--- config.mk ---
export PLATFORM = sky130hd
export DESIGN_NAME = apb_master_ctrl
export DESIGN_NICKNAME = d
export VERILOG_FILES = /design/src/rtl/apb_master_ctrl.sv
export SDC_FILE = /design/constraint.sdc
export NUM_CORES = 1
export LEC_CHECK = 0
export CAP_MARGIN = 15
export CORE_UTILIZATION = 37
export DETAILED_ROUTE_END_ITERATION = 8
export PLACE_DENSITY_LB_ADDON = 0.08
export SKIP_LAST_GASP = 1
export SYNTH_ARGS = -nofsm -noshare
export SYNTH_HDL_FRONTEND = slang
export SYNTH_SLANG_ARGS = --single-unit
--- constraint.sdc ---
create_clock -name pclk -period 2.65 [get_ports pclk]
set_clock_uncertainty 0.05 [all_clocks]
set_input_delay 0.3975 -clock pclk [delete_from_list [all_inputs] [get_ports pclk]]
set_output_delay 0.3975 -clock pclk [all_outputs]
set_load 0.03 [all_outputs]
--- src/rtl/apb_master_ctrl.sv ---
// APB master: converts a valid/ready command stream into APB SETUP/ACCESS
// transfers to one of NSLV address-decoded slaves. It reports pslverr, aborts
// on a wait-state timeout and holds each response until it is consumed.
module apb_master_ctrl #(
    parameter int unsigned ADDR_W  = 16,
    parameter int unsigned DATA_W  = 32,
    parameter int unsigned NSLV    = 1,
    parameter int unsigned TIMEOUT = 16
) (
    input  logic                     pclk,
    input  logic                     preset,
    // command stream
    input  logic                     cmd_valid,
    output logic                     cmd_ready,
    input  logic                     cmd_write,
    input  logic [ADDR_W-1:0]        cmd_addr,
    input  logic [DATA_W-1:0]        cmd_wdata,
    // response stream
    output logic                     rsp_valid,
    input  logic                     rsp_ready,
    output logic [DATA_W-1:0]        rsp_rdata,
    output logic                     rsp_err,
    output logic                     rsp_timeout,
    // APB fabric
    output logic [NSLV-1:0]          psel,
    output logic                     penable,
    output logic                     pwrite,
    output logic [ADDR_W-1:0]        paddr,
    output logic [DATA_W-1:0]        pwdata,
    input  logic [NSLV*DATA_W-1:0]   prdata,
    input  logic [NSLV-1:0]          pready,
    input  logic [NSLV-1:0]          pslverr
);

    // Slave index width; a single slave uses a 1-bit index tied to zero.
    localparam int unsigned SEL_W = (NSLV > 1) ? $clog2(NSLV) : 1;
    // Wait counter wide enough to hold TIMEOUT.
    localparam int unsigned CNT_W = (TIMEOUT > 0) ? $clog2(TIMEOUT + 1) : 1;
    localparam logic [CNT_W-1:0] CNT_MAX = '1;

    typedef enum logic [1:0] {
        IDLE   = 2'd0,
        SETUP  = 2'd1,
        ACCESS = 2'd2,
        RESP   = 2'd3
    } state_t;

    state_t              state;
    state_t              state_next;
    logic [CNT_W-1:0]    wait_cnt;
    logic [CNT_W-1:0]    wait_next;

    logic [NSLV-1:0]     psel_next;
    logic                penable_next;
    logic                pwrite_next;
    logic [ADDR_W-1:0]   paddr_next;
    logic [DATA_W-1:0]   pwdata_next;
    logic                rsp_valid_next;
    logic [DATA_W-1:0]   rsp_rdata_next;
    logic                rsp_err_next;
    logic                rsp_timeout_next;

    logic [SEL_W-1:0]    cmd_sel;
    logic                sel_ready;
    logic                sel_err;
    logic [DATA_W-1:0]   sel_rdata;
    logic                timeout_hit;

    // Slave index from the top address bits of the incoming command.
    always_comb begin
        cmd_sel = '0;
        if (NSLV > 1) begin
            cmd_sel = SEL_W'(cmd_addr >> (ADDR_W - SEL_W));
        end
    end

    // Pick the selected slave's response lines using the one-hot psel mask.
    always_comb begin
        sel_ready = |(pready & psel);
        sel_err   = |(pslverr & psel);
        sel_rdata = '0;
        for (int unsigned k = 0; k < NSLV; k++) begin
            if (psel[k]) begin
                sel_rdata = sel_rdata | prdata[k*DATA_W +: DATA_W];
            end
        end
    end

    // Abort when the wait cycle now ending is the TIMEOUT-th one.
    always_comb begin
        timeout_hit = 1'b0;
        if (TIMEOUT != 0) begin
            timeout_hit = ((32'(wait_cnt) + 32'd1) == 32'(TIMEOUT));
        end
    end

    // Accepting commands only in IDLE; held low for the whole reset pulse.
    always_comb begin
        cmd_ready = (state == IDLE) && !preset;
    end

    // Next-state and next-output decode.
    always_comb begin
        state_next       = state;
        wait_next        = wait_cnt;
        psel_next        = '0;
        penable_next     = 1'b0;
        pwrite_next      = 1'b0;
        paddr_next       = '0;
        pwdata_next      = '0;
        rsp_valid_next   = rsp_valid;
        rsp_rdata_next   = rsp_rdata;
        rsp_err_next     = rsp_err;
        rsp_timeout_next = rsp_timeout;

        case (state)
            IDLE: begin
                rsp_valid_next   = 1'b0;
                rsp_rdata_next   = '0;
                rsp_err_next     = 1'b0;
                rsp_timeout_next = 1'b0;
                if (cmd_valid) begin
                    state_next  = SETUP;
                    wait_next   = '0;
                    psel_next   = NSLV'(1) << cmd_sel;
                    pwrite_next = cmd_write;
                    paddr_next  = cmd_addr;
                    pwdata_next = cmd_write ? cmd_wdata : '0;
                end
            end

            SETUP: begin
                state_next   = ACCESS;
                psel_next    = psel;
                penable_next = 1'b1;
                pwrite_next  = pwrite;
                paddr_next   = paddr;
                pwdata_next  = pwdata;
            end

            ACCESS: begin
                if (sel_ready) begin
                    // A ready on the timeout edge still completes normally.
                    state_next       = RESP;
                    rsp_valid_next   = 1'b1;
                    rsp_err_next     = sel_err;
                    rsp_timeout_next = 1'b0;
                    rsp_rdata_next   = (!pwrite && !sel_err) ? sel_rdata : '0;
                end else if (timeout_hit) begin
                    state_next       = RESP;
                    rsp_valid_next   = 1'b1;
                    rsp_err_next     = 1'b1;
                    rsp_timeout_next = 1'b1;
                    rsp_rdata_next   = '0;
                end else begin
                    psel_next    = psel;
                    penable_next = 1'b1;
                    pwrite_next  = pwrite;
                    paddr_next   = paddr;
                    pwdata_next  = pwdata;
                    wait_next    = (wait_cnt == CNT_MAX) ? wait_cnt
                                                         : wait_cnt + CNT_W'(1);
                end
            end

            RESP: begin
                if (rsp_ready) begin
                    state_next       = IDLE;
                    rsp_valid_next   = 1'b0;
                    rsp_rdata_next   = '0;
                    rsp_err_next     = 1'b0;
                    rsp_timeout_next = 1'b0;
                end
            end

            default: begin
                state_next = IDLE;
            end
        endcase
    end

    // State and wait counter registers.
    always_ff @(posedge pclk or posedge preset) begin
        if (preset) begin
            state    <= IDLE;
            wait_cnt <= '0;
        end else begin
            state    <= state_next;
            wait_cnt <= wait_next;
        end
    end

    // Registered APB and response outputs; reset clears them immediately.
    always_ff @(posedge pclk or posedge preset) begin
        if (preset) begin
            psel        <= '0;
            penable     <= 1'b0;
            pwrite      <= 1'b0;
            paddr       <= '0;
            pwdata      <= '0;
            rsp_valid   <= 1'b0;
            rsp_rdata   <= '0;
            rsp_err     <= 1'b0;
            rsp_timeout <= 1'b0;
        end else begin
            psel        <= psel_next;
            penable     <= penable_next;
            pwrite      <= pwrite_next;
            paddr       <= paddr_next;
            pwdata      <= pwdata_next;
            rsp_valid   <= rsp_valid_next;
            rsp_rdata   <= rsp_rdata_next;
            rsp_err     <= rsp_err_next;
            rsp_timeout <= rsp_timeout_next;
        end
    end

endmodule

==> summary by stage, run 1 <==
Pwr
The leakage power is 2.72 nW. The peak supply drop is 0.000397 V. Dividing total power by cell area gives a power density of 880 mW/mm^2.

Floorplan
174 I/O pins were placed. The floorplan has 36 rows. The die covers 0.0107 sq mm.

The core region is 0.00991 sq mm. The floorplan step set the die height to 104 um. The horizontal die dimension is 104 um. The initial core utilization is 38.6%.

Routing
Wires add up to 9780 um. For this block, the via count after detailed routing is 2,968. Dividing the detail-routed wire length by the instance count gives 16.4 um.

For this run, design rule violations remaining after detail routing come to 0. The first detailed-routing pass took 5 iterations. The detailed router's first-iteration violation count is 96.

The count of nets left with antenna violations after detail routing is 0. The per-cell via count in the routed design is 4.99.

Layout
The final standard cell area without fillers is 0.00598 sq mm. The final standard cell count with taps included and fillers excluded is 595. The number of nets in the layout is 551. Of the cells placed in the final design, the portion with a size suffix greater than 1 is 11.7%.

In the layout the commonest cells are sky130_fd_sc_hd__clkdlybuf4s50_1, sky130_fd_sc_hd__dfrtp_1, sky130_fd_sc_hd__a22o_1, sky130_fd_sc_hd__and3_1, sky130_fd_sc_hd__mux2_4. The repair_antennas step left the layout with diodes totalling 0. Leaving out fill and tap cells, the most frequent cell in the layout is sky130_fd_sc_hd__clkdlybuf4s50_1. The area growth from synthesis to final layout is 56.5%.

Synth
The sequential element share of the synthesized area is 60.8%. The combined area of all synthesized cells is 0.00382 sq mm. The cell count after synthesis is 278. Yosys printed 0 warnings.

Averaged over all synthesized cells, the footprint is 13.8 sq um. The total of flip-flops plus latches after synthesis is 93. Counting distinct cell types in the post-synthesis netlist gives 38.

The post-synthesis net count is 372.

Placed design
The count of placed standard cells including taps is 579. The detailed-placement wirelength estimate is 6990 um. In this run the cell area measured after placement is 0.00580 sq mm. During placement, the flow inserted port buffers numbering 173. Routability-driven placement finished with a final weighted congestion of 0.760.

Timing
The worst relative slew slack is 63.6%. Summed over all failing endpoints, the final setup total negative slack is 0 ps. The fmax is 407 MHz.

Setup violations remaining at the end of the flow were counted as 0. The share of the clock period used by the worst path is 92.7%. For the pin with the worst max-slew slack, the measured transition is 545 ps.

The final hold violation count is 0. The max-slew violation count came to 0. The final critical delay including setup and external delays is 2460 ps. Setup repair after global routing left no endpoint under its margin.

Clocking
After clock tree synthesis, the setup repair step added 0 buffers. The clock passes through at most 2 buffers. For this design, the sink count on the clock tree is 93. For this design, the CTS-stage hold fixing added 0 buffers. Post-CTS repair changed the size of 0 cells.

Buffers inserted during clock tree synthesis total 9. The buffer cell driving the clock tree root is sky130_fd_sc_hd__clkbuf_8. The clock reaches the later pin of the worst-skew pair after 350 ps. TritonCTS built the clock tree. The number of levels in the clock H-tree is 3.

Clock-pin slew was measured on the worst setup and hold paths at 100 ps.

Setup path
For the worst setup path, the data required time is 2200 ps. The largest fanout on the critical path is 5. The critical path launch point type is a register. The worst setup path category is reg -> out. The critical path goes through inv_1 -> ha_1 -> nor2b_1 -> clkdlybuf4s50_1.

The category of the worst setup path capture point is an output pin. On the worst path, the slowest cell contributes a delay of 690 ps. The slowest stage of the critical path is the sky130_fd_sc_hd__clkdlybuf4s50_1 cell. For the worst setup path, the data arrival time is 2010 ps.

Min path
The kind of path behind the tightest hold check is in -> async.

Global route
The global-route wire length before repair is 16,100 um. The pin count of the biggest net entering global routing is 48. The number of global-route vias before repair is 3,156. The leftover overflow at the end of global routing is 0.

The initial antenna violation count came to 0. The total routing resource utilization after global routing is 18.8%.

Outcome
The run finished with clean final reports.

Flow run
The number of max-cap violations is 0.
## flip-flops by register name, summed over array words and instances (netlist names)
signal and count:
pwdata 32, rsp_rdata 32, paddr 16, wait_cnt 5, state 2, penable 1
psel 1, pwrite 1, rsp_err 1, rsp_timeout 1, rsp_valid 1
## critical path, delay by kind of cell, from the launching register on
kind	cells	cell delay (ps)
AND/OR/NAND/NOR	1	160
buffers and inverters	2	810
flip-flops	1	430
adder cells (fa/ha/maj)	1	270
## synth_stat cells
master                      instances  area [sq um]
sky130_fd_sc_hd__nor3_1             2          10.0
sky130_fd_sc_hd__a21oi_1            6          30.0
sky130_fd_sc_hd__clkbuf_1           6          22.5
sky130_fd_sc_hd__a22o_1            64           561
sky130_fd_sc_hd__o211ai_1           5          37.5
sky130_fd_sc_hd__o311ai_1           1          8.76
sky130_fd_sc_hd__a221o_1            1          10.0
sky130_fd_sc_hd__or3_1              1          6.26
sky130_fd_sc_hd__o22a_1             1          8.76
sky130_fd_sc_hd__o21ai_2            1          8.76
sky130_fd_sc_hd__inv_1              6          22.5
sky130_fd_sc_hd__a211oi_2           1          12.5
sky130_fd_sc_hd__buf_6              2          22.5
sky130_fd_sc_hd__a21o_1             2          15.0
sky130_fd_sc_hd__o32a_1             1          10.0
sky130_fd_sc_hd__a311o_1            1          10.0
sky130_fd_sc_hd__mux2i_1            2          20.0
sky130_fd_sc_hd__nand2_1            9          33.8
sky130_fd_sc_hd__a211oi_1           1          7.51
sky130_fd_sc_hd__dfrtp_1           93          2330
sky130_fd_sc_hd__nor4b_2            1          15.0
sky130_fd_sc_hd__nand3_1            2          10.0
sky130_fd_sc_hd__nor2b_1            3          18.8
sky130_fd_sc_hd__nor3b_1            1          7.51
sky130_fd_sc_hd__o311a_1            1          10.0
sky130_fd_sc_hd__or2_2              1          6.26
sky130_fd_sc_hd__and3_1            17           106
sky130_fd_sc_hd__mux2_2             2          22.5
sky130_fd_sc_hd__buf_2             12          60.1
sky130_fd_sc_hd__o21ai_0            1          5.00
sky130_fd_sc_hd__o2111a_1           1          11.3
sky130_fd_sc_hd__ha_1               7          87.6
sky130_fd_sc_hd__a2bb2oi_1          1          8.76
sky130_fd_sc_hd__mux2_4            15           225
sky130_fd_sc_hd__and4b_1            1          10.0
sky130_fd_sc_hd__nor2_1             4          15.0
sky130_fd_sc_hd__o2111ai_2          1          15.0
sky130_fd_sc_hd__and2_1             1          6.26
## routing by layer
layer / up-vias / wire length (um) / global-route usage (%)
met5: - / 0 / 0
met4: 0 / 132 / 5.82
li1: 1406 / - / -
met1: 1447 / 4250 / 24.3
met3: 11 / 588 / 4.97
met2: 104 / 4810 / 30.7
## final timing paths
path / from / to / slack (ps) / cells after the start
max: state[1]$_DFFE_PP0P_ / cmd_ready / 190 / 4
min: preset / paddr[0]$_DFFE_PP0P_ / 400 / 2
max reg2reg: wait_cnt[0]$_DFFE_PP0P_ / state[1]$_DFFE_PP0P_ / 290 / 7
min reg2reg: rsp_rdata[26]$_DFFE_PP0P_ / rsp_rdata[26]$_DFFE_PP0P_ / 460 / 1
max in group asynchronous: preset / pwdata[23]$_DFFE_PP0P_ / 1460 / 3
min in group pclk: rsp_rdata[26]$_DFFE_PP0P_ / rsp_rdata[26]$_DFFE_PP0P_ / 460 / 1
## power by group
| part | internal [mW] | total, mW | switching, mW |
|---|---|---|---|
| logic | 1.13 | 2.51 | 1.38 |
| registers | 1.67 | 1.86 | 0.187 |
| clock network | 0.378 | 0.893 | 0.515 |
| total | 3.18 | 5.27 | 2.09 |
## final cells by class
cell class              count  area (sq um)
fillers                   849          3930
clock inverters             5          41.3
well taps                 133           166
repair buffers            188          1890
clock buffers              11           141
inverters                   6          26.3
flip-flops and latches     93          2330
multi-input cells         159          1390
## cells by family (layout without fill, tap and decap cells)
group / count (synthesis) / count (layout) / synth area share [%]
compound gates: 90 / 90 / 20.1
fa+ha+maj: 7 / 7 / 2.29
buf+inv: 26 / 210 / 3.34
flops: 93 / 93 / 60.8
mux: 19 / 19 / 7.00
simple gates: 43 / 43 / 6.41
## through the flow
step | setup WS (ps) | power [mW] | hold WS, ps | utilization, %
finish | 194 | 5.27 | 405 | 60.4
detailed placement | 289 | 4.42 | 440 | 58.5
global placement | 349 | 4.39 | 438 | 58.5
CTS | 162 | 5.32 | 405 | 60.4
floorplan | 408 | 3.39 | 471 | -
global route | 65.0 | 5.55 | 434 | 60.4
(Power assumes the default switching activity.)
==> run 2: changes to the inputs <==
--- a/config.mk
+++ b/config.mk
@@ -9,6 +9,7 @@
 export CORE_UTILIZATION = 37
 export DETAILED_ROUTE_END_ITERATION = 8
 export PLACE_DENSITY_LB_ADDON = 0.08
+export SETUP_SLACK_MARGIN = 0.05
 export SKIP_LAST_GASP = 1
 export SYNTH_ARGS = -nofsm -noshare
 export SYNTH_HDL_FRONTEND = slang
==> results of run 2 <==
The final DEF is identical to that of run 1; final timing and power are the same.
==> run 3: changes to the inputs <==
--- a/config.mk
+++ b/config.mk
@@ -10,6 +10,7 @@
 export DETAILED_ROUTE_END_ITERATION = 8
 export PLACE_DENSITY_LB_ADDON = 0.08
 export SETUP_SLACK_MARGIN = 0.05
+export SKIP_CTS_REPAIR_TIMING = 1
 export SKIP_LAST_GASP = 1
 export SYNTH_ARGS = -nofsm -noshare
 export SYNTH_HDL_FRONTEND = slang
==> results of run 3 <==
The final DEF is identical to that of run 1; final timing and power are the same.
